## src/rtl/mcp_data_launcher_pkg.sv

```systemverilog
// mcp_data_launcher_pkg: state encoding and counter sizing shared by MCP launchers
package mcp_data_launcher_pkg;
  typedef enum logic [1:0] {
    IDLE = 2'd0,
    HOLD = 2'd1,
    GAP  = 2'd2
  } mcp_state_e;
  function automatic int mcp_cnt_width(input int a, input int b);
    int m;
    m = a > b ? a : b;
    return m <= 2 ? 1 : $clog2(m);
  endfunction
endpackage

```

## src/rtl/mcp_phase_counter.sv

```systemverilog
// mcp_phase_counter: loadable down-counter that stops at zero and flags it
module mcp_phase_counter #(
  parameter int WIDTH = 2
) (
  input  logic             clk,
  input  logic             reset,
  input  logic             load,
  input  logic [WIDTH-1:0] load_value,
  output logic             zero
);
  logic [WIDTH-1:0] count;
  always_ff @(posedge clk) begin
    if (reset) count <= '0;
    else if (load) count <= load_value;
    else if (count != '0) count <= count - 1'b1;
  end
  assign zero = count == '0;
endmodule

```

## src/rtl/mcp_data_launcher.sv

```systemverilog
// mcp_data_launcher: holds a word on a quasi-static bus with a hold/gap level valid for an MCP synchronizer
module mcp_data_launcher
  import mcp_data_launcher_pkg::*;
#(
  parameter int BUS_WIDTH   = 8,
  parameter int HOLD_CYCLES = 4,
  parameter int GAP_CYCLES  = 3
) (
  input  logic                 clk,
  input  logic                 reset,
  input  logic                 in_valid,
  input  logic [BUS_WIDTH-1:0] in_data,
  output logic                 in_ready,
  output logic                 mcp_data_valid,
  output logic [BUS_WIDTH-1:0] mcp_data,
  output logic                 busy
);
  localparam int CW = mcp_cnt_width(HOLD_CYCLES, GAP_CYCLES);
  localparam logic [CW-1:0] HOLD_LD = CW'(HOLD_CYCLES - 1);
  localparam logic [CW-1:0] GAP_LD  = CW'(GAP_CYCLES - 1);
  if (HOLD_CYCLES < 1 || GAP_CYCLES < 1) begin : g_bad_params
    $error("mcp_data_launcher: HOLD_CYCLES and GAP_CYCLES must be >= 1");
  end
  mcp_state_e    state, state_nxt;
  logic          fire, load, zero;
  logic [CW-1:0] load_value;
  assign in_ready = (state == IDLE) & ~reset;
  assign fire     = in_valid & in_ready;
  always_comb begin
    state_nxt  = state == IDLE ? (fire ? HOLD : IDLE) :
                 state == HOLD ? (zero ? GAP : HOLD) :
                 state == GAP  ? (zero ? IDLE : GAP) : IDLE;
    load       = (state == IDLE & fire) | (state == HOLD & zero);
    load_value = state == IDLE ? HOLD_LD : GAP_LD;
  end
  mcp_phase_counter #(.WIDTH(CW)) u_cnt (
    .clk       (clk),
    .reset     (reset),
    .load      (load),
    .load_value(load_value),
    .zero      (zero)
  );
  always_ff @(posedge clk) begin
    if (reset) begin
      state          <= IDLE;
      mcp_data_valid <= 1'b0;
      mcp_data       <= '0;
      busy           <= 1'b0;
    end else begin
      state          <= state_nxt;
      mcp_data_valid <= state_nxt == HOLD;
      busy           <= state_nxt != IDLE;
      if (fire) mcp_data <= in_data;
    end
  end
endmodule

```

## config.mk

```make
export PLATFORM = sky130hd
export DESIGN_NAME = mcp_data_launcher
export DESIGN_NICKNAME = d
export VERILOG_FILES = /design/src/rtl/mcp_data_launcher_pkg.sv /design/src/rtl/mcp_phase_counter.sv /design/src/rtl/mcp_data_launcher.sv
export SDC_FILE = /design/constraint.sdc
export NUM_CORES = 1
export LEC_CHECK = 0
export CAP_MARGIN = 5
export CELL_PAD_IN_SITES_DETAIL_PLACEMENT = 1
export CELL_PAD_IN_SITES_GLOBAL_PLACEMENT = 1
export CORE_MARGIN = 1
export CORE_UTILIZATION = 35
export CTS_CLUSTER_DIAMETER = 100
export DETAILED_ROUTE_END_ITERATION = 10
export PLACE_DENSITY_LB_ADDON = 0.1
export SLEW_MARGIN = 20
export SYNTH_ARGS = -nofsm -noshare
export SYNTH_HDL_FRONTEND = slang
export SYNTH_HIERARCHICAL = 1
export SYNTH_SLANG_ARGS = --single-unit
```

## constraint.sdc

```tcl
create_clock -name clk -period 3.5 [get_ports clk]
set_input_delay 0.7 -clock clk [delete_from_list [all_inputs] [get_ports clk]]
set_output_delay 0.7 -clock clk [all_outputs]
set_load 0.005 [all_outputs]
```

=== Word-level counts from Yosys, hierarchy flattened ===
Index checks and enable logic that the tools add are counted.

* Register bits: 14
* Output and inout port bits: 11
* Logic and storage cells: 29

* Bitwise logic cells: 6
* Reduce and logical (&&, ||, !) cells: 5
* Add/subtract/negate cells: 1
* Muxes and demuxes: 9
* Eq/ne operators: 3

{| class="wikitable"
|+ Operator list
! kind !! number
|-
| 2-bit two-way mux || 7
|-
| 2-bit nonzero test || 3
|-
| 1-bit bitwise AND || 4
|-
| 2-bit by 1-bit == test with 1-bit output (second input constant) || 2
|-
| 2-bit logical NOT || 2
|-
| 2-bit == test (second input constant) || 1
|-
| 1-bit two-way mux || 2
|-
| 2-bit by 1-bit subtractor with 2-bit output (second input constant) || 1
|-
| 1-bit inverter || 1
|-
| 1-bit bitwise OR || 1
|}

=== Longest topological paths before layout ===
Gate-level depths: netlist of the first run.

* Word-level depth: 6
* Mapped depth: 6

=== Cells and area by module ===
Netlist of the first run, hierarchy kept.

{| class="wikitable"
|+ Modules (own cells, without submodules)
! module !! times used !! cells each !! area each (µm²)
|-
| mcp_data_launcher || 1 || 57 || 558.0
|-
| mcp_phase_counter || 1 || 12 || 121.4
|}

=== Worst setup path before layout of the first run ===
OpenSTA, ideal clock, no wires.

* Kind: input-to-output
* From: in reset
* To: out in_ready
* Required time: 2,800 ps
* Path slack: 1,776 ps
* Arrival time: 1,024 ps
* Stages: 2
* Path through: clkbuf_1 -> nor3_1

* Longest elaborated chain between the ends: 2

{| class="wikitable"
|+ Ends and longest elaborated chain
! item !! RTL line !! source
|-
| start, declared || mcp_data_launcher.sv:10 || <nowiki>input logic reset,</nowiki>
|-
| 1-bit inverter || mcp_data_launcher.sv:27 || <nowiki>assign in_ready = (state == IDLE) & ~reset;</nowiki>
|-
| 1-bit bitwise AND || mcp_data_launcher.sv:27 ||
|-
| end, declared || mcp_data_launcher.sv:13 || <nowiki>output logic in_ready,</nowiki>
|}

No other way between the ends.

=== Final worst setup path of the first run ===
Same ends and word-level chain as after synthesis.

==> summary.txt, run 1 <==
Routing
  – DRT Wirelength: 1350 microns
  – Avg WL per Cell: 11.7 microns
  – Post-route DRC violation count: 0
  – Routed Antenna Nets: 0
  – Vias per inst: 4.81
  – DRT iter0 DRCs: 4
  – Pre-antenna DRT Iters: 4
  – Via count: 553

STA
  – Setup-failing EPs final: 0
  – Final Skew: 0.00441 ns
  – Max Freq: 399 MHz
  – Setup WS post-layout: 0.994 ns
  – Min Tclk post-route: 2.51 ns
  – Worst relative slew slack: 42.4%
  – Final hold vios: 0
  – Worst slew pin tran: 0.861 ns
  – RSZ-0062 raised after global routing: false
  – Slew Viols, Final: 0
  – Setup_tns: 0 ns
  – Final Cycle Share: 71.6%
  – Final hold slack: 0.482 ns

Clock network
  – Reg clk slew, reported paths: 0.08 ns
  – TritonCTS buffer count: 3
  – Cts hold-fix bufs: 0
  – Clock root buffer: clkbuf_4
  – CTS tree: yes
  – Post-CTS setup buffers: 0
  – Skew-Pair Late Insertion Delay: 0.28 ns
  – Clock Path Buffers: 2
  – Max H-tree Level: 1
  – Post-CTS sizing: 0
  – CTS sink cnt: 14

Critical path
  – Startpoint Class: primary input
  – Crit-path max FO: 2
  – Worst Path Class, Setup: in -> out
  – Most common cell type on the critical path: clkdlybuf4s50_1
  – Reg-to-reg endpoint: mcp_data[5]
  – Slowest Stage Delay on Critical Path: between 0.5 and 0.6 ns
  – Worst Setup SP: reset
  – Worst path required time: approximately 2.8 ns
  – Arrival time at the worst endpoint: 1.81 ns
  – R2R Path Start: state[1]
  – Reg2Reg Setup Slack: 2.01 ns
  – Crit-path cells: clkdlybuf4s50_1, nor3_1, clkdlybuf4s50_1
  – R2R cell count: 2
  – Setup crit end: in_ready
  – Setup crit end kind: output pin
  – Crit-path slowest cell: clkdlybuf4s50_1

GRT
  – Initial antenna violation count: 0
  – Largest net degree at the start of global routing: 26
  – Vias in the first global route: 515
  – Grt total ovfl: 0
  – First-pass GRT wire length: 2190 microns
  – Total Routing Usage GR: between 10% and 20%

Placement
  – Placed cell area: slightly below 900 sq um
  – Setup WS pre-CTS: 0.970 ns
  – Final RePlAce weighted congestion: 0.621
  – Port Buf Inserts: 21
  – Placed cell count: about 110
  – Hpwl dp: around 950 microns

Logic synthesis
  – Main area contributors after synthesis: dfxtp_1, nand2b_1, mux2i_1, nand3b_1, or3b_1
  – Top cell type's share of synthesized area: about two fifths
  – EDFF count, synth: 0
  – Mapped cell area: 679 sq um
  – Mapped Nets: 81
  – Biggest area consumer among synthesized cells: dfxtp_1
  – Post-Syn Area per Cell: a little under 10 sq um
  – Cell count after synthesis: just under 70
  – Library cells used by synthesis: 23
  – Sequential-to-total area share from yosys stat: 41.3%
  – Synth Register Bits: 14
  – Warnings, synthesis: 6
  – Synth Flop Type: dfxtp_1
  – Post-synth ARST share: 0%

Layout
  – Most common cell after layout, fill and taps aside: clkdlybuf4s50_1
  – Area growth, synth to finish: 37.0%
  – Final core occ: 52.8%
  – Antenna diode count: 0
  – Post-route cell area: 931 sq um
  – Fillcell total: 219
  – Layout cells sized above 1: 7.78%
  – Post-route insts no fill: 115
  – Nets: 103
  – Most frequent cells in the layout: clkdlybuf4s50_1, nand2b_1, dfxtp_1

Min path
  – Worst min path class: reg -> reg

Floorplan
  – Io pins: 22
  – Starting Density: 38.5%
  – Die width: approximately 46 microns
  – Row cnt: 15
  – Die outline height: around 46 microns
  – Full die area: between 2000 and 2500 sq um
  – Core Area: 1760 sq um

Outcome
  – Status: finished, final reports clean

Power and ir drop
  – Sequential Power Share: 42.4%
  – Leakage: between 0.3 and 0.4 nW
  – VDD IR-drop max: 0.255 mV
  – Logic gate share of total power: 33.9%
  – Cell Pwr Density: 532 nW/um^2
  – Switching part of the total: between 20 and 30%
  – Internal Pwr Total: around 0.35 mW
  – Power, Total: between 0.4 and 0.5 mW
  – Switching power: 0.147 mW
  – Clk pwr share: 23.8%

Flow run
  – Max-cap violations: 0
-- layer usage --
layer | part of all wire (%) | GRT usage (%) | vias to the layer above
met5 | 0 | 0 | -
met4 | 1.3 | 10.6 | 0
met3 | 4.8 | 3.53 | 2
met2 | 48 | 22.3 | 13
met1 | 46 | 19.3 | 268
li1 | - | - | 270
-- registers in the layout (all words and copies together), names as in the netlist --
name,cells
u_cnt/count,2
mcp_data,8
mcp_data_valid,1
busy,1
state,2
-- critical path: cells and delay by family --
family | cells | cell delay, ns
buffers and inverters | 2 | 0.96
and+or+nand+nor | 1 | 0.14
-- kinds of logic after synthesis --
group,after synthesis,share of synthesized area [%]
and+or+nand+nor,29,28.2
DFF,14,41.3
AOI/OAI and AO/OA,8,9.02
muxes,8,11.8
buffers and inverters,7,6.08
adders and majority gates,1,1.84
other,1,0.552
xor gates and xnor gates,1,1.29
-- power by group through the flow --
stage	clock, mW	sequential [mW]	combinational [mW]
floorplan	0	0.205	0.120
global placement	0	0.213	0.164
detailed placement	0	0.214	0.169
CTS	0.126	0.211	0.171
global route	0.129	0.215	0.185
finish	0.118	0.210	0.168
-- worst min path at each step --
stage	slack [ns]	cells after the start	endpoint	from
final	0.48	2	mcp_data[6]	mcp_data[6]
after global routing	0.51	2	mcp_data[2]	mcp_data[2]
after CTS	0.49	2	mcp_data[6]	mcp_data[6]
after detailed placement	0.47	2	mcp_data[0]	mcp_data[0]
after global placement	0.46	2	mcp_data[6]	mcp_data[6]
after floorplan	0.46	2	mcp_data[0]	mcp_data[0]
-- layout make-up --
cell class	count	area, sq um	share of cell area [%]
Clock buffer	4	36.3	3.90
Sequential cell	14	280	30.1
Inverter	2	7.51	0.806
Tap cell	25	31.3	3.36
Multi-Input combinational cell	48	358	38.4
Timing Repair Buffer	22	218	23.4
-- synthesized netlist by cell type, types with 2 or more instances --
master,number
nand2b_1,18
dfxtp_1,14
mux2i_1,8
a21oi_1,3
nand3b_1,3
a211oi_1,2
buf_4,2
clkbuf_1,2
inv_1,2
or3b_1,2
No activity file was read; power rests on OpenSTA's default activity.
==> run 2, diff against run 1 <==
--- a/config.mk
+++ b/config.mk
@@ -9,7 +9,7 @@
 export CELL_PAD_IN_SITES_DETAIL_PLACEMENT = 1
 export CELL_PAD_IN_SITES_GLOBAL_PLACEMENT = 1
 export CORE_MARGIN = 1
-export CORE_UTILIZATION = 35
+export CORE_UTILIZATION = 29
 export CTS_CLUSTER_DIAMETER = 100
 export DETAILED_ROUTE_END_ITERATION = 10
 export PLACE_DENSITY_LB_ADDON = 0.1
==> constraint.sdc (replaced) <==
create_clock -name clk -period 2.3 [get_ports clk]
set_input_delay 0.46 -clock clk [delete_from_list [all_inputs] [get_ports clk]]
set_output_delay 0.46 -clock clk [all_outputs]
set_load 0.005 [all_outputs]
==> run 2 against run 1 <==
  * First-iteration DRC count is 25% lower
  * Sequential share of layout area is 0.60 points lower
  * Sequential power grew 52%
  * Worst setup slack got worse by 0.71 ns
  * Global-route usage fell by 3.1 points
  * Clock skew about the same
  * Critical path depth stayed put
  * Via count shrank 2.4%
  * Die area up 20%
  * Total power is 52% higher
  * Largest power group unchanged
==> summary.txt, run 2 (synthesized netlist as in run 1, its figures left out) <==
Layout
  – Most frequent cells in the layout: clkdlybuf4s50_1, nand2b_1, dfxtp_1
  – Layout cells sized above 1: 9.78%
  – Most common cell after layout, fill and taps aside: clkdlybuf4s50_1
  – Post-route cell area: 950 sq um
  – Top reg by flops: mcp_data
  – Fillcell total: 260
  – Area growth, synth to finish: 39.8%
  – Antenna diode count: 0
  – Nets: 105
  – Number of flip-flops in the largest register: 8
  – Largest regs: mcp_data: 8 flops, state: 2 flops, u_cnt/count: 2 flops
  – Post-route insts no fill: 120

Min path
  – Hold depth: 2
  – Hold path endpoint: mcp_data[3]
  – Worst min path class: reg -> reg
  – Min-delay src: mcp_data[3]

Outcome
  – Status: finished, final reports clean

STA
  – Max Freq: roughly 500 MHz
  – Slew Viols, Final: 0
  – Final hold slack: 0.474 ns
  – Min Tclk post-route: ~2.0 ns
  – Setup_tns: 0 ns
  – Setup-failing EPs final: 0
  – Final hold vios: 0
  – Final Cycle Share: between 80% and 90%
  – Final Skew: 0.00405 ns
  – RSZ-0062 raised after global routing: false

Clock network
  – CTS sink cnt: 14
  – Reg clk slew, reported paths: about 0.08 ns
  – Clock root buffer: clkbuf_4
  – Clock Path Buffers: 2
  – TritonCTS buffer count: 3
  – Max H-tree Level: 1
  – Skew-Pair Late Insertion Delay: 0.28 ns
  – Cts hold-fix bufs: 0
  – Post-CTS setup buffers: 0
  – CTS tree: yes
  – Post-CTS sizing: 0

Critical path
  – Arrival time at the worst endpoint: 1.55 ns
  – Reg2Reg Setup Slack: 0.87 ns
  – Reg-to-reg endpoint: u_cnt/count[1]
  – Worst path required time: 1.84 ns
  – Crit-path max FO: 3
  – Worst Path Class, Setup: in -> out
  – Setup crit end kind: output pin
  – Startpoint Class: primary input
  – R2R Path Start: state[0]
  – R2R cell count: 4

Routing
  – DRT iter0 DRCs: 3
  – Routed Antenna Nets: 0
  – Vias per inst: about 4.5
  – Post-route DRC violation count: 0
  – Avg WL per Cell: 10.7 microns
  – DRT Wirelength: 1290 microns
  – Pre-antenna DRT Iters: 2
  – Via count: 540

Flow run
  – Max-cap violations: 0

Floorplan
  – Row cnt: 17
  – Core Area: 2210 sq um
  – Die width: 50.4 microns
  – Die outline height: 50.4 microns
  – Full die area: 2540 sq um
  – Starting Density: a little under a third
  – Io pins: 22

GRT
  – Total Routing Usage GR: between 10% and 20%
  – Grt total ovfl: 0
  – First-pass GRT wire length: 2190 microns
  – Largest net degree at the start of global routing: 15
  – Initial antenna violation count: 0
  – Vias in the first global route: approximately 510

Placement
  – Placed cell area: 913 sq um
  – Final RePlAce weighted congestion: about 0.67
  – Hpwl dp: between 900 and 1000 microns
  – Port Buf Inserts: 21
  – Placed cell count: 116

Power and ir drop
  – Power, Total: about 0.76 mW
  – Leakage: 0.366 nW
  – VDD IR-drop max: 0.389 mV
  – Cell Pwr Density: just under 800 nW/um^2
-- run 2: cell type report --
type	instances	area [sq um]	area share, %
multi-input cells	48	358	37.7
inverters	2	7.51	0.791
repair buffers	24	233	24.5
clock buffers	4	36.3	3.82
well taps	28	35.0	3.69
flip-flops and latches	14	280	29.5
-- run 2: how the worst max path moves through the flow --
stage,from,endpoint,slack [ns],cells after the start
after floorplan,reset,u_cnt/count[1],0.97,4
after global placement,reset,in_ready,0.28,3
after detailed placement,reset,u_cnt/count[1],0.26,6
after CTS,reset,in_ready,0.28,3
after global routing,reset,in_ready,0.25,3
final,reset,in_ready,0.29,3
-- run 2: where the power goes --
| group | internal, mW | switching (mW) | leakage [nW] |
|---|---|---|---|
| combinational | 0.151 | 0.106 | 0.230 |
| sequential | 0.287 | 0.0329 | 0.116 |
| clock | 0.0963 | 0.0823 | 0.0210 |
-- run 2: layer usage --
metal,global-route usage (%),wire (microns)
met3,6.36,75
met1,13.1,593
met2,19.3,599
met4,5.56,16
met5,0,0
-- run 2: critical path, cell delays in order --
cell and delay [ns]:
clkdlybuf4s50_1 0.43, nor3_1 0.14, clkdlybuf4s50_1 0.52
-- run 2: through the flow --
stage	worst slack (ns)	utilization, %
finish	0.285	42.9
CTS	0.280	42.9
global route	0.250	42.9
detailed placement	0.257	41.3
floorplan	0.966	-
global placement	0.281	41.3
